==> src/rtl/whack_button_conditioner_if.sv <==
// Press-event handshake between the button conditioner and the game core.
// The producer raises evt_valid with a stable index until the consumer acks.
interface whack_button_conditioner_if #(
    parameter int NUM_BTN = 4
);
    localparam int IDX_W = $clog2(NUM_BTN);

    logic             evt_valid;
    logic [IDX_W-1:0] evt_idx;
    logic             evt_multi;
    logic             evt_ack;

    modport master (
        output evt_valid,
        output evt_idx,
        output evt_multi,
        input  evt_ack
    );

    modport slave (
        input  evt_valid,
        input  evt_idx,
        input  evt_multi,
        output evt_ack
    );
endinterface

==> src/rtl/whack_button_conditioner.sv <==
// Whack-a-mole button front end: per-button synchronizer, counter debouncer,
// rising-edge detect and a one-entry press-event register with overflow.
module whack_button_conditioner #(
    parameter int NUM_BTN         = 4,
    parameter int DEBOUNCE_CYCLES = 1000
) (
    input  logic                       clk,
    input  logic                       rst,
    input  logic [NUM_BTN-1:0]         btn_raw,
    output logic [NUM_BTN-1:0]         btn_level,
    whack_button_conditioner_if.master evt,
    output logic                       overflow,
    input  logic                       clear_overflow
);
    localparam int IDX_W = $clog2(NUM_BTN);
    localparam int CNT_W = $clog2(DEBOUNCE_CYCLES);
    localparam logic [CNT_W-1:0] CNT_MAX = CNT_W'(DEBOUNCE_CYCLES - 1);

    logic [NUM_BTN-1:0] sync_q1;
    logic [NUM_BTN-1:0] sync_q2;
    logic [NUM_BTN-1:0] level_q;
    logic [NUM_BTN-1:0] rise;
    logic [IDX_W-1:0]   rise_idx;
    logic               rise_multi;
    logic               rise_any;
    logic               evt_valid_q;
    logic [IDX_W-1:0]   evt_idx_q;
    logic               evt_multi_q;
    logic               accept;
    logic               drop;

    always_ff @(posedge clk) begin
        if (rst) begin
            sync_q1 <= '0;
            sync_q2 <= '0;
        end else begin
            sync_q1 <= btn_raw;
            sync_q2 <= sync_q1;
        end
    end

    for (genvar i = 0; i < NUM_BTN; i++) begin : g_btn
        logic [CNT_W-1:0] cnt;
        logic             lvl;

        // Any sample agreeing with the current level restarts the count.
        always_ff @(posedge clk) begin
            if (rst) begin
                cnt <= '0;
                lvl <= 1'b0;
            end else if (sync_q2[i] == lvl) begin
                cnt <= '0;
            end else if (cnt == CNT_MAX) begin
                lvl <= sync_q2[i];
                cnt <= '0;
            end else begin
                cnt <= cnt + CNT_W'(1);
            end
        end

        assign btn_level[i] = lvl;
    end

    always_ff @(posedge clk) begin
        if (rst) begin
            level_q <= '0;
        end else begin
            level_q <= btn_level;
        end
    end

    always_comb begin
        rise     = btn_level & ~level_q;
        rise_idx = '0;
        for (int i = NUM_BTN - 1; i >= 0; i--) begin
            if (rise[i]) begin
                rise_idx = IDX_W'(i);
            end
        end
        // Clearing the lowest set bit leaves something only if two or more rose.
        rise_multi = |(rise & (rise - NUM_BTN'(1)));
        rise_any   = |rise;
        accept     = rise_any && (!evt_valid_q || evt.evt_ack);
        drop       = rise_any && evt_valid_q && !evt.evt_ack;
    end

    always_ff @(posedge clk) begin
        if (rst) begin
            evt_valid_q <= 1'b0;
            evt_idx_q   <= '0;
            evt_multi_q <= 1'b0;
        end else if (accept) begin
            evt_valid_q <= 1'b1;
            evt_idx_q   <= rise_idx;
            evt_multi_q <= rise_multi;
        end else if (evt.evt_ack) begin
            evt_valid_q <= 1'b0;
        end
    end

    always_ff @(posedge clk) begin
        if (rst) begin
            overflow <= 1'b0;
        end else if (drop) begin
            overflow <= 1'b1;
        end else if (clear_overflow) begin
            overflow <= 1'b0;
        end
    end

    assign evt.evt_valid = evt_valid_q;
    assign evt.evt_idx   = evt_idx_q;
    assign evt.evt_multi = evt_multi_q;
endmodule

==> src/flat_wrapper.sv <==
// flat-port wrapper written by rule: the top's interface ports become plain ports
module whack_button_conditioner_flat 
#(
    parameter int NUM_BTN         = 4,
    parameter int DEBOUNCE_CYCLES = 1000
)
  (clk, rst, btn_raw, btn_level, overflow, clear_overflow, evt_evt_valid, evt_evt_idx, evt_evt_multi, evt_evt_ack);
  whack_button_conditioner_if #(.NUM_BTN(NUM_BTN)) evt_i ();
  input  logic clk;
  input  logic rst;
  input  logic [NUM_BTN-1:0] btn_raw;
  output logic [NUM_BTN-1:0] btn_level;
  output logic overflow;
  input  logic clear_overflow;
  output wire logic [$bits(evt_i.evt_valid)-1:0] evt_evt_valid;
  output wire logic [$bits(evt_i.evt_idx)-1:0] evt_evt_idx;
  output wire logic [$bits(evt_i.evt_multi)-1:0] evt_evt_multi;
  input wire logic [$bits(evt_i.evt_ack)-1:0] evt_evt_ack;
  assign evt_evt_valid = evt_i.evt_valid;
  assign evt_evt_idx = evt_i.evt_idx;
  assign evt_evt_multi = evt_i.evt_multi;
  assign evt_i.evt_ack = evt_evt_ack;
  whack_button_conditioner #(.NUM_BTN(NUM_BTN), .DEBOUNCE_CYCLES(DEBOUNCE_CYCLES)) u_core (.clk(clk), .rst(rst), .btn_raw(btn_raw), .btn_level(btn_level), .evt(evt_i), .overflow(overflow), .clear_overflow(clear_overflow));
endmodule
==> config.mk <==
export PLATFORM = sky130hd
export DESIGN_NAME = whack_button_conditioner_flat
export DESIGN_NICKNAME = d
export VERILOG_FILES = /design/src/rtl/whack_button_conditioner_if.sv /design/src/rtl/whack_button_conditioner.sv /design/src/flat_wrapper.sv
export SDC_FILE = /design/constraint.sdc
export NUM_CORES = 1
export LEC_CHECK = 0
export CORE_ASPECT_RATIO = 0.9
export CORE_MARGIN = 5
export CORE_UTILIZATION = 25
export CTS_BUF_LIST = sky130_fd_sc_hd__clkbuf_2
export CTS_CLUSTER_SIZE = 28
export DETAILED_ROUTE_END_ITERATION = 7
export PLACE_DENSITY_LB_ADDON = 0.2
export SLEW_MARGIN = 20
export SYNTH_ARGS = -nofsm -noshare
export SYNTH_HDL_FRONTEND = slang
export SYNTH_SLANG_ARGS = --single-unit
==> constraint.sdc <==
create_clock -name clk -period 2 [get_ports clk]
set_input_delay 0.2 -clock clk [delete_from_list [all_inputs] [get_ports clk]]
set_output_delay 0.2 -clock clk [all_outputs]
set_load 0.02 [all_outputs]
==> results.ini, run 1 <==
[setup_path]
crit_type=reg2out
cp_slowest_stage_delay_ps=660
start_kind=flip-flop
required_ps=1800
worstPathArrival_ps=1560
cp_slowest_cell=clkdlybuf4s50_1
worstReg2RegEnd=u_core.g_btn[3].cnt[2]
path_depth=1
critPathBufInv=1
critPathLaunch=u_core.g_btn[2].lvl
cp-endpoint=btn_level[2]
path_max_fanout=6
reg2regPathDepth=5
ff2ff_setup_slack_ps=390
cp-end-kind=output port
crit_family=buffers and inverters
reg2reg_from=u_core.g_btn[3].cnt[1]
worstPathCellList=clkdlybuf4s50_1

[yosys]
synth_area_mm2=0.002429
ys_seq_elements=61
ys.warnings.count=0
ys_types=29
synth_nets=275
synth-seq-area-share_pct=50.28
synthCells=263
synth.avg_cell_area_um2=9.234

[routing]
wl_per_cell_um=9.575
first_iter_violations=28
drt-vias-per-instance=4.121
drc=0
ant_nets=0
wl_um=3964
drt_pre_antenna_iters=4
vias=1706

[placed_design]
dp.cells=400
hpwl_um=2812
dpl-instance-area_mm2=0.002720
place_ws_ps=384.6
place_congestion=0.7472
port_buffers=16

[grt]
grt_use_total_pct=7.162
antenna_found_initial=0
grt_pass1_wl_um=6893
grt_pass1_vias=1559
grt_overflow=0
grt_max_degree=13

[hold_path]
hold_class=in2reg

[pwr]
p_seq_share_pct=63.0
p_leak_nw=0.9417
p_int_mw=1.531
p_switching_mw=0.4220
power_mw=1.953
power_density_mw_per_mm2=693.9
clock_power_share_pct=34.8
p_sw_share_pct=21.61
p_comb_share_pct=2.2
irDropWorstVdd_uv=281.4

[timing]
worstMarginPinSlew_ps=444.2
fin_ws_ps=238.8
slew_violations=0
fin_worst_skew_ps=23.80
setup_viol=0
setup_tns_ps=0
finalHoldViolCount=0
rsz0062_at_grt=no
timing.fmax_mhz=567.8
fin_crit_sh_pct=88.06
min_period_ps=1761
slew_headroom_pct=70.30

[clock_network]
cts_resized=0
postCtsHoldBufs=0
cts_tree=done
clockRootBuffer=clkbuf_2
cts_num_sinks=61
clkSlewWorstSetupHoldPaths_ps=160
cts_setup_buffers=0
clk_latency_ps=440
numCtsBuffers=9
clock_path_buffers=2
h-tree-depth=3

[floorplan]
boundaryPins=17
chipWidth_um=113.9
dieArea_mm2=0.01179
core_mm2=0.009572
die_y_um=103.5
start_util_pct=25.37
rows=34

[final_layout]
layout.cells.non_filler=414
area_growth_pct=15.87
num_antenna_cells=0
layout.nets=297
drive_gt1_share_pct=8.333
fillers=1023
stdcell_area_mm2=0.002814

[outcome]
status=completed

[run]
drv_cap=0

[power groups by stage]
stage / logic [mW] / clock network, mW / registers, mW
after CTS: 0.0440 / 0.728 / 1.23
after floorplan: 0.0206 / 0 / 1.26
after global routing: 0.0476 / 0.772 / 1.23
after detailed placement: 0.0438 / 0 / 1.26
after global placement: 0.0442 / 0 / 1.26
final: 0.0424 / 0.680 / 1.23
[per-stage QoR]
stage / hold WS (ps) / utilization [%]
2_1_floorplan: 271.6 / -
3_3_place_gp: 419.5 / 28.42
3_5_place_dp: 423.1 / 28.42
4_1_cts: 223.8 / 29.40
5_1_grt: 216.8 / 29.40
6_report: 297.6 / 29.40
[sequential cells by signal, summed over array words and instances (netlist names)]
register              flops
u_core.evt.evt_idx        2
u_core.evt.evt_multi      1
u_core.evt.evt_valid      1
u_core.g_btn.cnt         40
u_core.g_btn.lvl          4
u_core.level_q            4
u_core.overflow           1
u_core.sync_q1            4
u_core.sync_q2            4
[cell type report]
cell class | instances | area [um2] | share of cell area (%)
tap | 126 | 157.7 | 5.602
sequential | 61 | 1221 | 43.40
clock buffer | 11 | 55.05 | 1.956
timing repair buffer | 18 | 175.2 | 6.225
inverter | 5 | 18.77 | 0.6670
multi-input combinational | 190 | 1147 | 40.77
clock inverter | 3 | 38.79 | 1.378
[layer usage]
layer	track usage, %	wire (um)	vias up
li1	-	-	902
met5	0	0	-
met4	2.545	68	0
met2	10.85	1660	25
met1	8.911	2063	773
met3	3.324	172	6
[logic make-up (layout without fill, tap and decap cells)]
group | after synthesis | count (layout) | synth area share (%)
compound gates | 11 | 11 | 2.731
xor+xnor | 36 | 36 | 12.98
fa+ha+maj | 4 | 4 | 2.061
buf+inv | 12 | 37 | 2.473
flops | 61 | 61 | 50.28
mux | 4 | 4 | 1.649
simple gates | 135 | 135 | 27.82
[synthesized netlist by cell type (all sizes together)]
cell | count | area (um2)
dfxtp | 61 | 1221
nor2 | 49 | 183.9
xnor2 | 24 | 210.2
nand2 | 21 | 88.83
nor2b | 13 | 81.33
xor2 | 12 | 105.1
nand3 | 11 | 55.05
nor3 | 10 | 50.05
nand2b | 9 | 56.30
a21oi | 6 | 30.03
nand4 | 6 | 37.54
inv | 5 | 18.77
and3 | 4 | 26.28
buf | 4 | 30.03
ha | 4 | 50.05
mux2i | 4 | 40.04
or4 | 4 | 41.29
clkbuf | 3 | 11.26
and2 | 2 | 12.51
nor4 | 2 | 12.51
o21ai | 2 | 10.01
or3 | 2 | 12.51
or3b | 2 | 17.52
a211oi | 1 | 7.510
a21bo | 1 | 10.01
a311oi | 1 | 8.760
[cell usage in the layout (no fill, tap or decap), types with 2 or more instances in the layout]
| master | Yosys | layout |
|---|---|---|
| and2_1 | 2 | 2 |
| xnor2_1 | 24 | 24 |
| nor2b_1 | 13 | 13 |
| nor4_1 | 2 | 2 |
| xor2_1 | 12 | 12 |
| or3b_1 | 2 | 2 |
| a21oi_1 | 6 | 6 |
| nand4_1 | 6 | 6 |
| clkbuf_2 | 0 | 11 |
| mux2i_1 | 4 | 4 |
| nor2_1 | 49 | 49 |
| nand3_1 | 11 | 11 |
| or3_1 | 2 | 2 |
| o21ai_0 | 2 | 2 |
| inv_1 | 5 | 5 |
| dfxtp_1 | 61 | 61 |
| or4_4 | 3 | 3 |
| nand2_2 | 4 | 4 |
| nand2_1 | 17 | 17 |
| buf_4 | 4 | 2 |
| nand2b_1 | 9 | 9 |
| clkdlybuf4s50_1 | 0 | 16 |
| nor3_1 | 10 | 10 |
| ha_1 | 4 | 4 |
| and3_1 | 3 | 3 |
[worst min path at each step]
stage / from / endpoint / slack [ps] / cells past startpoint
floorplan: rst / u_core.sync_q1[1] / 270 / 1
global route: btn_raw[2] / u_core.sync_q1[2] / 220 / 2
finish: btn_raw[2] / u_core.sync_q1[2] / 300 / 2
CTS: btn_raw[2] / u_core.sync_q1[2] / 220 / 2
global placement: u_core.sync_q1[3] / u_core.sync_q2[3] / 420 / 1
detailed placement: u_core.sync_q1[1] / u_core.sync_q2[1] / 420 / 1
(Power assumes the default switching activity.)
==> run 2: changes to the inputs <==
- CORE_MARGIN: 5 -> 10
==> results.ini, run 2 (synthesis gave the netlist of run 1 again) <==
[outcome]
status=completed

[final_layout]
area_growth_pct=14.37
mostFrequentLayoutCell=dfxtp_1
top_register=u_core.g_btn.cnt
regArea_mm2=0.001221  ; unchanged
drive_gt1_share_pct=6.969  ; -1.4 points
multiInputGateArea_mm2=0.001147  ; unchanged
largest_reg_flops=40  ; unchanged
layout.nets=296  ; -0.34%
num_antenna_cells=0  ; unchanged
layout_common_cells=dfxtp_1, nor2_1, xnor2_1
fillers=1026  ; +0.29%

[timing]
slew_headroom_pct=78.70  ; +8.4 points
fin_crit_sh_pct=87.72  ; -0.35 points
finalHoldViolCount=0  ; unchanged
setup_tns_ps=0  ; unchanged
timing.fmax_mhz=570.0  ; +0.39%
fin_worst_skew_ps=16.56  ; -7.240 ps
setup_viol=0  ; unchanged
rsz0062_at_grt=no
slew_violations=0  ; unchanged
worstMarginPinSlew_ps=316.5  ; -127.6 ps
min_period_ps=1754  ; -6.913 ps

[pwr]
power_density_mw_per_mm2=654.4  ; -5.7%
p_leak_nw=0.9191  ; -2.4%
irDropWorstVdd_uv=146.7  ; -48%
power_mw=1.818  ; -6.9%

[routing]
drc=0  ; unchanged
first_iter_violations=90  ; +220%
drt_pre_antenna_iters=5  ; +1
drt-vias-per-instance=3.993  ; -3.1%
vias=1649  ; -3.3%
wl_um=4089  ; +3.2%
ant_nets=0  ; unchanged
wl_per_cell_um=9.901  ; +3.4%

[clock_network]
h-tree-depth=3  ; unchanged
cts_tree=done
clkSlewWorstSetupHoldPaths_ps=140  ; -20 ps
numCtsBuffers=9  ; unchanged
cts_num_sinks=61  ; unchanged
clockRootBuffer=clkbuf_2
clock_path_buffers=2  ; unchanged
cts_resized=0  ; unchanged
cts_setup_buffers=0  ; unchanged
postCtsHoldBufs=0  ; unchanged
clk_latency_ps=450  ; about the same

[grt]
antenna_found_initial=0  ; unchanged
grt_pass1_wl_um=7196  ; +4.4%
grt_pass1_vias=1588  ; +1.9%
grt_max_degree=26  ; +13
grt_use_total_pct=6.343  ; -0.82 points
grt_overflow=0  ; unchanged

[placed_design]
port_buffers=16  ; unchanged
place_congestion=0.7082  ; -5.2%
hpwl_um=2843  ; +1.1%

[setup_path]
reg2regPathDepth=5  ; unchanged
critPathLaunch=u_core.g_btn[2].lvl
ff2ff_setup_slack_ps=370  ; -20 ps
critPathBufInv=1  ; unchanged
worstPathCellList=clkdlybuf4s50_1
worstReg2RegEnd=u_core.g_btn[3].cnt[9]
start_kind=flip-flop
path_depth=1  ; unchanged
cp_slowest_cell=clkdlybuf4s50_1
worstPathArrival_ps=1550  ; about the same
cp_slowest_stage_delay_ps=660  ; about the same
path_max_fanout=6  ; unchanged
required_ps=1800  ; about the same
crit_type=reg2out
reg2reg_from=u_core.g_btn[3].cnt[0]
cp-end-kind=output port
crit_family=buffers and inverters
cp-endpoint=btn_level[2]

[floorplan]
start_util_pct=25.37  ; unchanged
die_y_um=113.5  ; +9.7%
dieArea_mm2=0.01406  ; +19%
chipWidth_um=123.9  ; +8.8%
rows=34  ; unchanged
core_mm2=0.009572  ; unchanged
boundaryPins=17  ; unchanged

[hold_path]
hold_class=in2reg

[run]
drv_cap=0  ; unchanged

[run 2: cell count changes in the layout (fill, tap and decap cells not counted)]
cell       change
clkinv_1       +3
clkbuf_2       -2
buf_4          -1
bufinv_16      -1
[run 2: worst min-delay path by stage]
| stage | start | slack (ps) | endpoint | cells after the start |
|---|---|---|---|---|
| 3_3_place_gp | u_core.sync_q1[0] | 420 | u_core.sync_q2[0] | 1 |
| 4_1_cts | btn_raw[1] | 240 | u_core.sync_q1[1] | 2 |
| 2_1_floorplan | rst | 270 | u_core.sync_q1[1] | 1 |
| 3_5_place_dp | u_core.sync_q1[1] | 430 | u_core.sync_q2[1] | 1 |
| 5_1_grt | btn_raw[1] | 240 | u_core.sync_q1[1] | 2 |
| 6_report | btn_raw[1] | 290 | u_core.sync_q1[1] | 2 |
[run 2: area by class of cell]
type | count | share of cell area (%)
Clock buffer | 9 | 1.622
Clock inverter | 5 | 0.7207
Inverter | 5 | 0.6757
Multi-Input combinational cell | 190 | 41.31
Sequential cell | 61 | 43.96
Tap cell | 126 | 5.676
Timing Repair Buffer | 17 | 6.036
[run 2: report_power, final]
group	leakage [nW]	switching [mW]	internal (mW)	total, mW
clock network	0.0476	0.414	0.133	0.547
logic	0.378	0.0188	0.0218	0.0407
registers	0.493	0.00441	1.23	1.23
[run 2: per-layer routing]
layer	vias up	share of wire, %	global-route usage (%)
li1	904	-	-
met1	715	52	8.126
met2	21	40	8.683
met3	9	4.7	1.877
met4	0	2.7	4.831
met5	-	0	0
[run 2: through the flow]
| stage | instances | hold slack [ps] | setup WS (ps) | instance area, um2 | utilization, % |
|---|---|---|---|---|---|
| final | 413 | 289.9 | 245.7 | 2778 | 29.02 |
| after global routing | 413 | 243.0 | 138.1 | 2778 | 29.02 |
| after CTS | 413 | 237.2 | 171.6 | 2778 | 29.02 |
| after detailed placement | 399 | 426.8 | 381.9 | 2713 | 28.34 |
| after global placement | 399 | 420.5 | 392.1 | 2713 | 28.34 |
| after floorplan | 263 | 271.6 | 537.7 | 2429 | - |
